--- src/rtl/alu_pkg.sv ---
// alu_pkg: shared types for the pipelined ALU.
//   alu_op_t    - 5-bit opcode encoding carried on ctrl.
//   alu_state_t - control state of alu_pipe (IDLE / MUL).
package alu_pkg;

  localparam int unsigned CTRL_W = 5;

  // 0x0A and 0x0B are legacy aliases of ADD kept for binary compatibility.
  typedef enum logic [CTRL_W-1:0] {
    OP_ADD   = 5'h00,
    OP_SUB   = 5'h01,
    OP_AND   = 5'h02,
    OP_OR    = 5'h03,
    OP_XOR   = 5'h04,
    OP_SLL   = 5'h05,
    OP_SRA   = 5'h06,
    OP_IMML  = 5'h08,
    OP_IMMH  = 5'h09,
    OP_ADD_A = 5'h0A,
    OP_ADD_B = 5'h0B,
    OP_MUL   = 5'h0C
  } alu_op_t;

  typedef enum logic {
    IDLE = 1'b0,
    MUL  = 1'b1
  } alu_state_t;

endpackage

--- src/rtl/alu_pipe_if.sv ---
// alu_pipe_if: operand/result handshake bundle of alu_pipe.
//   in_valid/in_ready   - operation handshake (a, b, ctrl)
//   out_valid/out_ready - result handshake (out, ovfl)
//   busy                - a multiply is in progress
// master = producer of operations / consumer of results, slave = the ALU.
interface alu_pipe_if #(
  parameter int WIDTH = 16
);
  logic             in_valid;
  logic             in_ready;
  logic [WIDTH-1:0] a;
  logic [WIDTH-1:0] b;
  logic [4:0]       ctrl;
  logic             out_valid;
  logic             out_ready;
  logic [WIDTH-1:0] out;
  logic             ovfl;
  logic             busy;

  modport master (
    output in_valid, a, b, ctrl, out_ready,
    input  in_ready, out_valid, out, ovfl, busy
  );

  modport slave (
    input  in_valid, a, b, ctrl, out_ready,
    output in_ready, out_valid, out, ovfl, busy
  );
endinterface

--- src/rtl/mul_iter.sv ---
// mul_iter: iterative signed fixed-point multiplier.
//   start_i    - load operands (a_i, b_i) and begin WIDTH shift-add steps
//   done_o     - all steps finished; res_o/ovfl_o/neg_o valid this cycle
//   res_o      - low WIDTH bits of (a*b) >>> FRAC
//   ovfl_o     - shifted product outside the signed WIDTH range
//   neg_o      - sign of the shifted product (saturation direction)
// Works on operand magnitudes, one multiplier bit per cycle; the sign is
// applied to the full 2*WIDTH product before the fraction shift so the
// shift truncates toward minus infinity.
module mul_iter #(
  parameter int WIDTH = 16,
  parameter int FRAC  = 8
) (
  input  logic             clk,
  input  logic             rst,
  input  logic             start_i,
  input  logic [WIDTH-1:0] a_i,
  input  logic [WIDTH-1:0] b_i,
  output logic             done_o,
  output logic [WIDTH-1:0] res_o,
  output logic             ovfl_o,
  output logic             neg_o
);

  localparam int CW = $clog2(WIDTH + 1);

  logic [CW-1:0]      cnt_q, cnt_d;
  logic               active_q, active_d;
  logic               neg_q, neg_d;
  logic [2*WIDTH-1:0] acc_q, acc_d;
  logic [2*WIDTH-1:0] mcand_q, mcand_d;
  logic [WIDTH-1:0]   mplier_q, mplier_d;
  logic [2*WIDTH-1:0] prod_s;
  logic [2*WIDTH-1:0] shifted_s;

  // Magnitude of -2^(WIDTH-1) is 2^(WIDTH-1), which still fits unsigned.
  function automatic logic [WIDTH-1:0] mag(input logic [WIDTH-1:0] v);
    if (v[WIDTH-1]) begin
      mag = ~v + WIDTH'(1);
    end else begin
      mag = v;
    end
  endfunction

  // Next-state for the shift-add datapath and step counter.
  always_comb begin
    cnt_d    = cnt_q;
    active_d = active_q;
    neg_d    = neg_q;
    acc_d    = acc_q;
    mcand_d  = mcand_q;
    mplier_d = mplier_q;
    if (start_i) begin
      cnt_d    = CW'(WIDTH);
      active_d = 1'b1;
      neg_d    = a_i[WIDTH-1] ^ b_i[WIDTH-1];
      acc_d    = '0;
      mcand_d  = {{WIDTH{1'b0}}, mag(a_i)};
      mplier_d = mag(b_i);
    end else if (active_q) begin
      if (cnt_q != '0) begin
        if (mplier_q[0]) begin
          acc_d = acc_q + mcand_q;
        end else begin
          acc_d = acc_q;
        end
        mcand_d  = mcand_q << 1;
        mplier_d = mplier_q >> 1;
        cnt_d    = cnt_q - CW'(1);
      end else begin
        // done_o is high this cycle; the owner captures the result now.
        active_d = 1'b0;
      end
    end else begin
      active_d = 1'b0;
    end
  end

  // Datapath registers; reset discards any partial product.
  always_ff @(posedge clk) begin
    if (rst) begin
      cnt_q    <= '0;
      active_q <= 1'b0;
      neg_q    <= 1'b0;
      acc_q    <= '0;
      mcand_q  <= '0;
      mplier_q <= '0;
    end else begin
      cnt_q    <= cnt_d;
      active_q <= active_d;
      neg_q    <= neg_d;
      acc_q    <= acc_d;
      mcand_q  <= mcand_d;
      mplier_q <= mplier_d;
    end
  end

  // Sign fix, fraction shift and range check of the finished product.
  always_comb begin
    if (neg_q) begin
      prod_s = ~acc_q + (2*WIDTH)'(1);
    end else begin
      prod_s = acc_q;
    end
    shifted_s = $unsigned($signed(prod_s) >>> FRAC);
    res_o     = shifted_s[WIDTH-1:0];
    neg_o     = shifted_s[2*WIDTH-1];
    // In range only if every bit from WIDTH-1 upward is a sign copy.
    ovfl_o    = !((&shifted_s[2*WIDTH-1:WIDTH-1]) || !(|shifted_s[2*WIDTH-1:WIDTH-1]));
  end

  assign done_o = active_q && (cnt_q == '0);

endmodule

--- src/rtl/alu_pipe.sv ---
// alu_pipe: handshaked ALU with registered results.
//   clk, rst - single clock, synchronous active-high reset
//   bus      - alu_pipe_if slave: in_valid/in_ready/a/b/ctrl in,
//              out_valid/out_ready/out/ovfl out, busy during MUL
// Single-cycle ops are computed combinationally at acceptance and land in
// the output register one edge later; MUL hands off to mul_iter and blocks
// new operations until its result is registered.
import alu_pkg::*;

module alu_pipe #(
  parameter int WIDTH    = 16,
  parameter int FRAC     = 8,
  parameter int SATURATE = 0
) (
  input  logic       clk,
  input  logic       rst,
  alu_pipe_if.slave  bus
);

  localparam int SH = $clog2(WIDTH);
  localparam logic [WIDTH-1:0] SMAX = {1'b0, {(WIDTH-1){1'b1}}};
  localparam logic [WIDTH-1:0] SMIN = {1'b1, {(WIDTH-1){1'b0}}};

  alu_state_t       state_q, state_d;
  logic             out_valid_q, out_valid_d;
  logic [WIDTH-1:0] out_q, out_d;
  logic             ovfl_q, ovfl_d;

  alu_op_t          op_s;
  logic             in_ready_s;
  logic             accept_s;
  logic             is_mul_s;
  logic [WIDTH:0]   sum_s;
  logic [WIDTH:0]   diff_s;
  logic [WIDTH-1:0] alu_res_s;
  logic             alu_ovfl_s;
  logic             mul_done_s;
  logic [WIDTH-1:0] mul_res_s;
  logic             mul_ovfl_s;
  logic             mul_neg_s;

  // Wrap or clamp a signed result depending on SATURATE.
  function automatic logic [WIDTH-1:0] sat_pick(input logic [WIDTH-1:0] wrap,
                                                input logic ov, input logic neg);
    if ((SATURATE != 0) && ov) begin
      sat_pick = neg ? SMIN : SMAX;
    end else begin
      sat_pick = wrap;
    end
  endfunction

  assign op_s       = alu_op_t'(bus.ctrl);
  assign is_mul_s   = (op_s == OP_MUL);
  assign in_ready_s = (state_q == IDLE) && (!out_valid_q || bus.out_ready);
  assign accept_s   = bus.in_valid && in_ready_s;

  // One extra sign bit makes a - (-2^(WIDTH-1)) exact; the top two bits
  // disagree exactly on signed overflow and the top bit gives the direction.
  assign sum_s  = {bus.a[WIDTH-1], bus.a} + {bus.b[WIDTH-1], bus.b};
  assign diff_s = {bus.a[WIDTH-1], bus.a} - {bus.b[WIDTH-1], bus.b};

  // Single-cycle operation unit.
  always_comb begin
    alu_res_s  = '0;
    alu_ovfl_s = 1'b0;
    case (op_s)
      OP_ADD, OP_ADD_A, OP_ADD_B: begin
        alu_ovfl_s = sum_s[WIDTH] ^ sum_s[WIDTH-1];
        alu_res_s  = sat_pick(sum_s[WIDTH-1:0], alu_ovfl_s, sum_s[WIDTH]);
      end
      OP_SUB: begin
        alu_ovfl_s = diff_s[WIDTH] ^ diff_s[WIDTH-1];
        alu_res_s  = sat_pick(diff_s[WIDTH-1:0], alu_ovfl_s, diff_s[WIDTH]);
      end
      OP_AND:  alu_res_s = bus.a & bus.b;
      OP_OR:   alu_res_s = bus.a | bus.b;
      OP_XOR:  alu_res_s = bus.a ^ bus.b;
      OP_SLL:  alu_res_s = bus.a << bus.b[SH-1:0];
      OP_SRA:  alu_res_s = $unsigned($signed(bus.a) >>> bus.b[SH-1:0]);
      OP_IMML: alu_res_s = {bus.a[WIDTH-1:WIDTH/2], bus.b[WIDTH/2-1:0]};
      OP_IMMH: alu_res_s = {bus.b[WIDTH/2-1:0], bus.a[WIDTH/2-1:0]};
      default: begin
        alu_res_s  = '0;
        alu_ovfl_s = 1'b0;
      end
    endcase
  end

  mul_iter #(
    .WIDTH (WIDTH),
    .FRAC  (FRAC)
  ) u_mul (
    .clk     (clk),
    .rst     (rst),
    .start_i (accept_s && is_mul_s),
    .a_i     (bus.a),
    .b_i     (bus.b),
    .done_o  (mul_done_s),
    .res_o   (mul_res_s),
    .ovfl_o  (mul_ovfl_s),
    .neg_o   (mul_neg_s)
  );

  // FSM next state and output register next values.
  always_comb begin
    state_d = state_q;
    out_d   = out_q;
    ovfl_d  = ovfl_q;
    // A consumed result drops unless a new one is written below.
    if (out_valid_q && bus.out_ready) begin
      out_valid_d = 1'b0;
    end else begin
      out_valid_d = out_valid_q;
    end
    case (state_q)
      IDLE: begin
        if (accept_s) begin
          if (is_mul_s) begin
            state_d = MUL;
          end else begin
            out_valid_d = 1'b1;
            out_d       = alu_res_s;
            ovfl_d      = alu_ovfl_s;
          end
        end else begin
          state_d = IDLE;
        end
      end
      MUL: begin
        if (mul_done_s) begin
          state_d     = IDLE;
          out_valid_d = 1'b1;
          out_d       = sat_pick(mul_res_s, mul_ovfl_s, mul_neg_s);
          ovfl_d      = mul_ovfl_s;
        end else begin
          state_d = MUL;
        end
      end
      default: state_d = IDLE;
    endcase
  end

  // State and output registers.
  always_ff @(posedge clk) begin
    if (rst) begin
      state_q     <= IDLE;
      out_valid_q <= 1'b0;
      out_q       <= '0;
      ovfl_q      <= 1'b0;
    end else begin
      state_q     <= state_d;
      out_valid_q <= out_valid_d;
      out_q       <= out_d;
      ovfl_q      <= ovfl_d;
    end
  end

  assign bus.in_ready  = in_ready_s;
  assign bus.out_valid = out_valid_q;
  assign bus.out       = out_q;
  assign bus.ovfl      = ovfl_q;
  assign bus.busy      = (state_q == MUL);

endmodule

--- src/flat_wrapper.sv ---
// flat-port wrapper written by rule: the top's interface ports become plain ports
module alu_pipe_flat 
#(
  parameter int WIDTH    = 16,
  parameter int FRAC     = 8,
  parameter int SATURATE = 0
)
  (clk, rst, bus_in_valid, bus_a, bus_b, bus_ctrl, bus_out_ready, bus_in_ready, bus_out_valid, bus_out, bus_ovfl, bus_busy);
  alu_pipe_if #(.WIDTH(WIDTH)) bus_i ();
  input  logic clk;
  input  logic rst;
  input wire logic [$bits(bus_i.in_valid)-1:0] bus_in_valid;
  input wire logic [$bits(bus_i.a)-1:0] bus_a;
  input wire logic [$bits(bus_i.b)-1:0] bus_b;
  input wire logic [$bits(bus_i.ctrl)-1:0] bus_ctrl;
  input wire logic [$bits(bus_i.out_ready)-1:0] bus_out_ready;
  output wire logic [$bits(bus_i.in_ready)-1:0] bus_in_ready;
  output wire logic [$bits(bus_i.out_valid)-1:0] bus_out_valid;
  output wire logic [$bits(bus_i.out)-1:0] bus_out;
  output wire logic [$bits(bus_i.ovfl)-1:0] bus_ovfl;
  output wire logic [$bits(bus_i.busy)-1:0] bus_busy;
  assign bus_i.in_valid = bus_in_valid;
  assign bus_i.a = bus_a;
  assign bus_i.b = bus_b;
  assign bus_i.ctrl = bus_ctrl;
  assign bus_i.out_ready = bus_out_ready;
  assign bus_in_ready = bus_i.in_ready;
  assign bus_out_valid = bus_i.out_valid;
  assign bus_out = bus_i.out;
  assign bus_ovfl = bus_i.ovfl;
  assign bus_busy = bus_i.busy;
  alu_pipe #(.WIDTH(WIDTH), .FRAC(FRAC), .SATURATE(SATURATE)) u_core (.clk(clk), .rst(rst), .bus(bus_i));
endmodule
--- config.mk ---
export PLATFORM = sky130hd
export DESIGN_NAME = alu_pipe_flat
export DESIGN_NICKNAME = d
export VERILOG_FILES = /design/src/rtl/alu_pkg.sv /design/src/rtl/alu_pipe_if.sv /design/src/rtl/mul_iter.sv /design/src/rtl/alu_pipe.sv /design/src/flat_wrapper.sv
export SDC_FILE = /design/constraint.sdc
export NUM_CORES = 1
export LEC_CHECK = 0
export CAP_MARGIN = 15
export CORE_ASPECT_RATIO = 0.8
export CORE_MARGIN = 5
export CORE_UTILIZATION = 52
export DETAILED_ROUTE_END_ITERATION = 16
export PLACE_DENSITY = 0.71
export SYNTH_ARGS = -nofsm -noshare
export SYNTH_HDL_FRONTEND = slang
export SYNTH_SLANG_ARGS = --single-unit
--- constraint.sdc ---
create_clock -name clk -period 3.85 [get_ports clk]
set_input_delay 0.5775 -clock clk [delete_from_list [all_inputs] [get_ports clk]]
set_output_delay 0.5775 -clock clk [all_outputs]
set_load 0.01 [all_outputs]
==> results of run 1 <==
## critical path, stage by stage
cell	delay (ns)
clkdlybuf4s50_1	0.48
inv_1	0.06
ha_1	0.28
or2_2	0.32
a221oi_1	0.44
o22ai_1	0.23
a2111oi_1	0.54
nor2_1	0.15
o221a_2	0.27
o211ai_1	0.18
a21oi_1	0.10
a211oi_1	0.21
## synth_stat cells, types with 13 or more instances
library cell	n	share of area (%)
a21oi_1	131	6.1
nor2_1	151	5.3
inv_1	66	2.3
nand4_1	13	0.75
o211ai_1	13	0.91
dfxtp_1	106	20
o21ai_0	97	4.5
nand3_1	44	2.0
nand2_1	217	7.6
mux4_2	13	2.7
or3_1	16	0.93
nor3_1	45	2.1
clkbuf_1	100	3.5
ha_1	87	10
mux2i_1	30	2.8
a211oi_1	29	2.0
xnor2_1	51	4.1
a221oi_1	23	1.9
nand2b_1	16	0.93
a31oi_1	15	0.87
o31ai_1	17	1.2
a311oi_1	30	2.4
## layout make-up
cell class | instances | area [µm²] | share of cell area (%)
Multi-Input combinational cell | 1233 | 7980 | 64.9
Sequential cell | 106 | 2120 | 17.3
Clock inverter | 7 | 62.6 | 0.509
Inverter | 67 | 251 | 2.05
Tap cell | 269 | 337 | 2.74
Timing Repair Buffer | 156 | 1310 | 10.7
Clock buffer | 9 | 225 | 1.83
## per-layer routing
metal	up-vias	track usage, %	share of wire, %
met1	5545	48.4	46
met4	0	6.13	1.9
met2	567	43.5	39
li1	5628	-	-
met5	-	0	0
met3	49	10.5	13
## final timing paths
path / start / to / slack, ns / depth (start not counted)
worst min-delay path: u_core.u_mul.mcand_q[28]$_SDFFE_PP0P_ / u_core.u_mul.mcand_q[29]$_SDFFE_PP0P_ / 0.47 / 2
worst min register to register: u_core.u_mul.mcand_q[28]$_SDFFE_PP0P_ / u_core.u_mul.mcand_q[29]$_SDFFE_PP0P_ / 0.47 / 2
worst max register to register: u_core.u_mul.acc_q[18]$_SDFFE_PP0P_ / u_core.u_mul.acc_q[31]$_SDFFE_PP0P_ / 0.54 / 10
worst max-delay path: bus_a[1] / u_core.bus.out[13]$_SDFFE_PP0P_ / 0.27 / 12
## logic make-up after synthesis
| kind of cell | count (synthesis) | share of synthesized area (%) |
|---|---|---|
| AO/OA/AOI/OAI | 463 | 28.3 |
| multiplexers | 47 | 5.92 |
| flip-flops | 106 | 19.7 |
| buffers and inverters | 182 | 6.40 |
| AND/OR/NAND/NOR | 572 | 24.1 |
| adder cells (fa/ha/maj) | 90 | 10.7 |
| XOR/XNOR | 61 | 4.96 |
## power by group
group	switching, mW	internal (mW)	leakage, nW
logic	0.512	0.348	3.82
registers	0.0137	1.12	0.858
clock network	0.459	0.451	0.136
## stage by stage
stage               hold WS [ns]  instances
detailed placement         0.469       1831
global route               0.479       1847
CTS                        0.467       1847
finish                     0.475       1847
floorplan                  0.449       1521
global placement           0.461       1831
## flip-flops by register name (all words and copies together) (netlist names)
signal	flops
u_core.bus.out	16
u_core.u_mul.mcand_q	32
u_core.u_mul.acc_q	32
u_core.u_mul.mplier_q	16
u_core.bus.out_valid	1
u_core.u_mul.active_q	1
u_core.u_mul.neg_q	1
u_core.bus.busy	1
u_core.u_mul.cnt_q	5
u_core.bus.ovfl	1
==> results.py, run 1 <==
metrics = {
    "final_layout": {
        "diodes": 0,
        "syn2layout_area_growth_pct": 14.0,
        "layout.cells.most_common": "nand2_1",
        "layout_common_cells": "nand2_1 (217), nor2_1 (151), a21oi_1 (131)",
        "fill_cells": 2026,
        "fin_nets": 1704,
        "final_cell_area_um2": 12300,
        "fin_util_pct": 59.9,
        "drive_gt1_share_pct": 9.82,
    },
    "routing": {
        "wirelength_um": 38900,
        "drt_iter0_drc": 1550,
        "dr.pass1.iters": 6,
        "routedWlPerCell_um": 21.0,
        "ant_nets": 0,
        "route.vias.total": 11800,
        "route.detailed.drc": 0,
        "viasPerCell": 6.38,
    },
    "synthesis": {
        "yosysUniqueCellTypes": 73,
        "synthArstFlopShare_pct": 0,
        "yosysWarnings": 0,
        "avgSynthCellArea_um2": 7.09,
        "synth_fp_nets": 1652,
        "synth_edf_count": 0,
        "synthesis.area_um2": 10800,
        "synth_cells": 1521,
        "ys_seq_area_share_pct": 19.7,
        "ys.flop_type": "dfxtp_1",
        "ys_ff_latch": 106,
    },
    "die": {
        "num_rows": 47,
        "die_x_um": 171,
        "dieArea_um2": 23700,
        "start_util_pct": 52.5,
        "coreArea_um2": 20500,
        "die_h_um": 139,
        "io_pins": 61,
    },
    "worst_setup_path": {
        "cp-end-kind": "flip-flop",
        "critPathRequiredTime_ns": 4.12,
        "cp_data_arrival_time_ns": 3.85,
        "startpoint_type": "input pin",
        "critPathKind": "input pin to flip-flop",
        "crit_path_max_fanout": 3,
    },
    "placed_design": {
        "port_buffers": 60,
        "hpwl_um": 30200,
        "dp_slack_ns": -0.0878,
        "gp_congestion": 1.05,
        "placed_cell_area_um2": 12000,
    },
    "timing": {
        "finalHoldViolations": 0,
        "fin_tns_setup_ns": 0,
        "finClkSkew_ns": 0.0162,
        "period_minus_slack_ns": 3.58,
        "maxSlewViolCount": 0,
        "post-route-period-util_pct": 92.9,
        "fmax_ghz": 0.280,
        "slew_headroom_pct": 34.3,
        "worstMarginPinSlew_ns": 0.984,
        "rsz0062_at_grt": "false",
        "setup_viol": 0,
        "setup_ws_ns": 0.275,
    },
    "global_route": {
        "grt_overflow": 0,
        "grt_pass1_vias": 10600,
        "groute.usage.overall_pct": 31.8,
        "grt_first_pass_wirelength_um": 60300,
        "antenna_found_initial": 0,
        "grt_max_degree": 65,
    },
    "clocking": {
        "clkLatencyLatePin_ns": 0.37,
        "htree_levels": 3,
        "cts_num_sinks": 106,
        "post-cts-setup-buffers": 0,
        "cts_tree": "yes",
        "cts_resized": 0,
        "numCtsBuffers": 9,
        "root_buffer": "clkbuf_16",
        "clockBufferDepth": 2,
        "clk_pin_slew_ns": 0.08,
        "cts_hold_buf": 0,
    },
    "outcome": {
        "run_status": "completed",
    },
    "power_and_ir_drop": {
        "ir_drop_v": 0.000159,
        "cellPowerDensity_nw_per_um2": 236,
        "power.total_mw": 2.90,
        "p_leak_nw": 4.81,
    },
    "min_path": {
        "hp-class": "flip-flop to flip-flop",
    },
    "run": {
        "max-cap-violations": 0,
    },
}
Power figures use the tool's default switching activity.
==> run 2, diff against run 1 <==
Clock period 3.85 ns to 2.9 ns, I/O delays scaled along.
==> run 2 against run 1 <==
The run now ends with setup timing left. Final area rose by 18%. First-iteration DRC count rose by 3.5%. Clock power rose by 44%. Critical path depth rose by 1. Final cell count rose by 10%. Sequential share of layout area fell by 2.6 points. Largest power group unchanged.
==> results.py, run 2 (synthesis results as in run 1) <==
metrics = {
    "die": {
        "num_rows": 47,
        "dieArea_um2": 23700,
        "die_x_um": 171,
        "start_util_pct": 52.5,
        "coreArea_um2": 20500,
        "io_pins": 61,
        "die_h_um": 139,
    },
    "placed_design": {
        "gp_congestion": 1.02,
        "hpwl_um": 34200,
        "port_buffers": 60,
        "dp_slack_ns": -0.634,
        "placed_cell_area_um2": 13500,
    },
    "routing": {
        "dr.pass1.iters": 9,
        "ant_nets": 0,
        "route.vias.total": 13000,
        "wirelength_um": 44300,
        "routedWlPerCell_um": 21.7,
        "drt_iter0_drc": 1605,
        "route.detailed.drc": 0,
        "viasPerCell": 6.37,
    },
    "min_path": {
        "hp-class": "input pin to flip-flop",
    },
    "timing": {
        "setup_ws_ns": -0.00801,
        "maxSlewViolCount": 0,
        "holdWs_ns": 0.328,
        "rsz0062_at_grt": "true",
        "fmax_ghz": 0.344,
        "finalHoldViolations": 0,
        "post-route-period-util_pct": 100,
        "setup_viol": 1,
        "period_minus_slack_ns": 2.91,
        "slew_headroom_pct": 52.3,
        "finClkSkew_ns": 0.0103,
        "worstMarginPinSlew_ns": 0.716,
    },
    "clocking": {
        "root_buffer": "clkbuf_16",
        "cts_num_sinks": 106,
        "numCtsBuffers": 9,
        "cts_hold_buf": 0,
        "clkLatencyLatePin_ns": 0.36,
        "cts_tree": "yes",
        "htree_levels": 3,
        "clockBufferDepth": 2,
        "clk_pin_slew_ns": 0.08,
    },
    "final_layout": {
        "top_regs": "u_core.u_mul.acc_q: 32 flops, u_core.u_mul.mcand_q: 32 flops",
        "layout_common_cells": "buf_4 (272), nand2_1 (217), nor2_1 (147)",
        "final_cell_area_um2": 14500,
        "diodes": 0,
        "fin_nets": 1893,
        "layout.cells.most_common": "buf_4",
        "syn2layout_area_growth_pct": 34.3,
        "drive_gt1_share_pct": 25.4,
        "fin_util_pct": 70.5,
    },
    "power_and_ir_drop": {
        "cellPowerDensity_nw_per_um2": 297,
        "ir_drop_v": 0.000284,
        "power.total_mw": 4.30,
        "p_leak_nw": 6.00,
    },
    "worst_setup_path": {
        "critPathRequiredTime_ns": 3.15,
        "cp-end-kind": "flip-flop",
        "startpoint_type": "flip-flop",
        "cp_data_arrival_time_ns": 3.15,
        "critPathKind": "flip-flop to flip-flop",
        "crit_path_max_fanout": 4,
    },
    "global_route": {
        "antenna_found_initial": 0,
        "grt_max_degree": 65,
        "groute.usage.overall_pct": 35.3,
        "grt_pass1_vias": 11800,
        "grt_overflow": 0,
        "grt_first_pass_wirelength_um": 66300,
    },
    "outcome": {
        "run_status": "finished with violations",
        "violations": "setup timing",
    },
    "run": {
        "max-cap-violations": 0,
    },
}
[run 2: changes by cell type in the layout (fill, tap and decap cells not counted), sizes merged, moves of 2 or more]
cell and change:
clkdlybuf4s50 -16, buf +189, clkbuf +2, dlymetal6s2s +13
[run 2: routing by layer]
layer  GRT usage [%]  up-vias  part of all wire (%)  wire, µm
li1                -     6023                     -         -
met1            52.8     6088                    44     19600
met2            48.4      773                    40     17800
met3            11.6       83                    13      5670
met4            8.71        0                   2.6      1170
met5               0        -                     0         0
[run 2: stage by stage]
stage	setup TNS [ns]	cells
after floorplan	-0.699	1521
after CTS	-0.00225	2029
after global routing	-0.625	2036
after global placement	-6.63	2009
final	-0.00801	2036
after detailed placement	-7.46	2009
[run 2: layout make-up]
| cell class | count | area (µm²) |
|---|---|---|
| Clock buffer | 9 | 225 |
| Clock inverter | 7 | 86.3 |
| Fill cell | 1710 | 6050 |
| Inverter | 67 | 255 |
| Multi-Input combinational cell | 1233 | 8590 |
| Sequential cell | 106 | 2130 |
| Tap cell | 269 | 337 |
| Timing Repair Buffer | 345 | 2860 |
[run 2: what timing repair did]
action / in CTS / in global routing
endpoints found under the setup margin: 17 / 28
pin swaps: 19 / 48
resized for setup: 38 / 118
gates cloned: 0 / 0
setup buffers: 4 / 7
endpoints found under the hold margin: 0 / 0
[run 2: where the power goes]
part	switching, mW	internal (mW)	total (mW)
Combinational	0.820	0.668	1.49
Sequential	0.0207	1.48	1.50
Clock	0.622	0.688	1.31
[run 2: path summary, 6_finish.rpt]
path,slack (ns),cells after the start,end,startpoint
min reg2reg,0.47,2,u_core.u_mul.mcand_q[24]$_SDFFE_PP0P_,u_core.u_mul.mcand_q[23]$_SDFFE_PP0P_
min,0.33,2,u_core.bus.out_valid$_SDFF_PP0_,rst
max reg2reg,-0.008,13,u_core.u_mul.acc_q[30]$_SDFFE_PP0P_,u_core.u_mul.acc_q[0]$_SDFFE_PP0P_
max,-0.008,13,u_core.u_mul.acc_q[30]$_SDFFE_PP0P_,u_core.u_mul.acc_q[0]$_SDFFE_PP0P_
[run 2: worst max-delay path: stages (launching register included)]
cell      delay (ns)
dfxtp_2         0.37
buf_6           0.12
ha_4            0.13
inv_2           0.03
fa_2            0.38
nor2b_4         0.13
o21a_1          0.19
o21a_1          0.19
o21ai_2         0.09
a211o_1         0.34
a211o_1         0.41
a21oi_2         0.21
nor3_2          0.06
nand3b_1        0.15
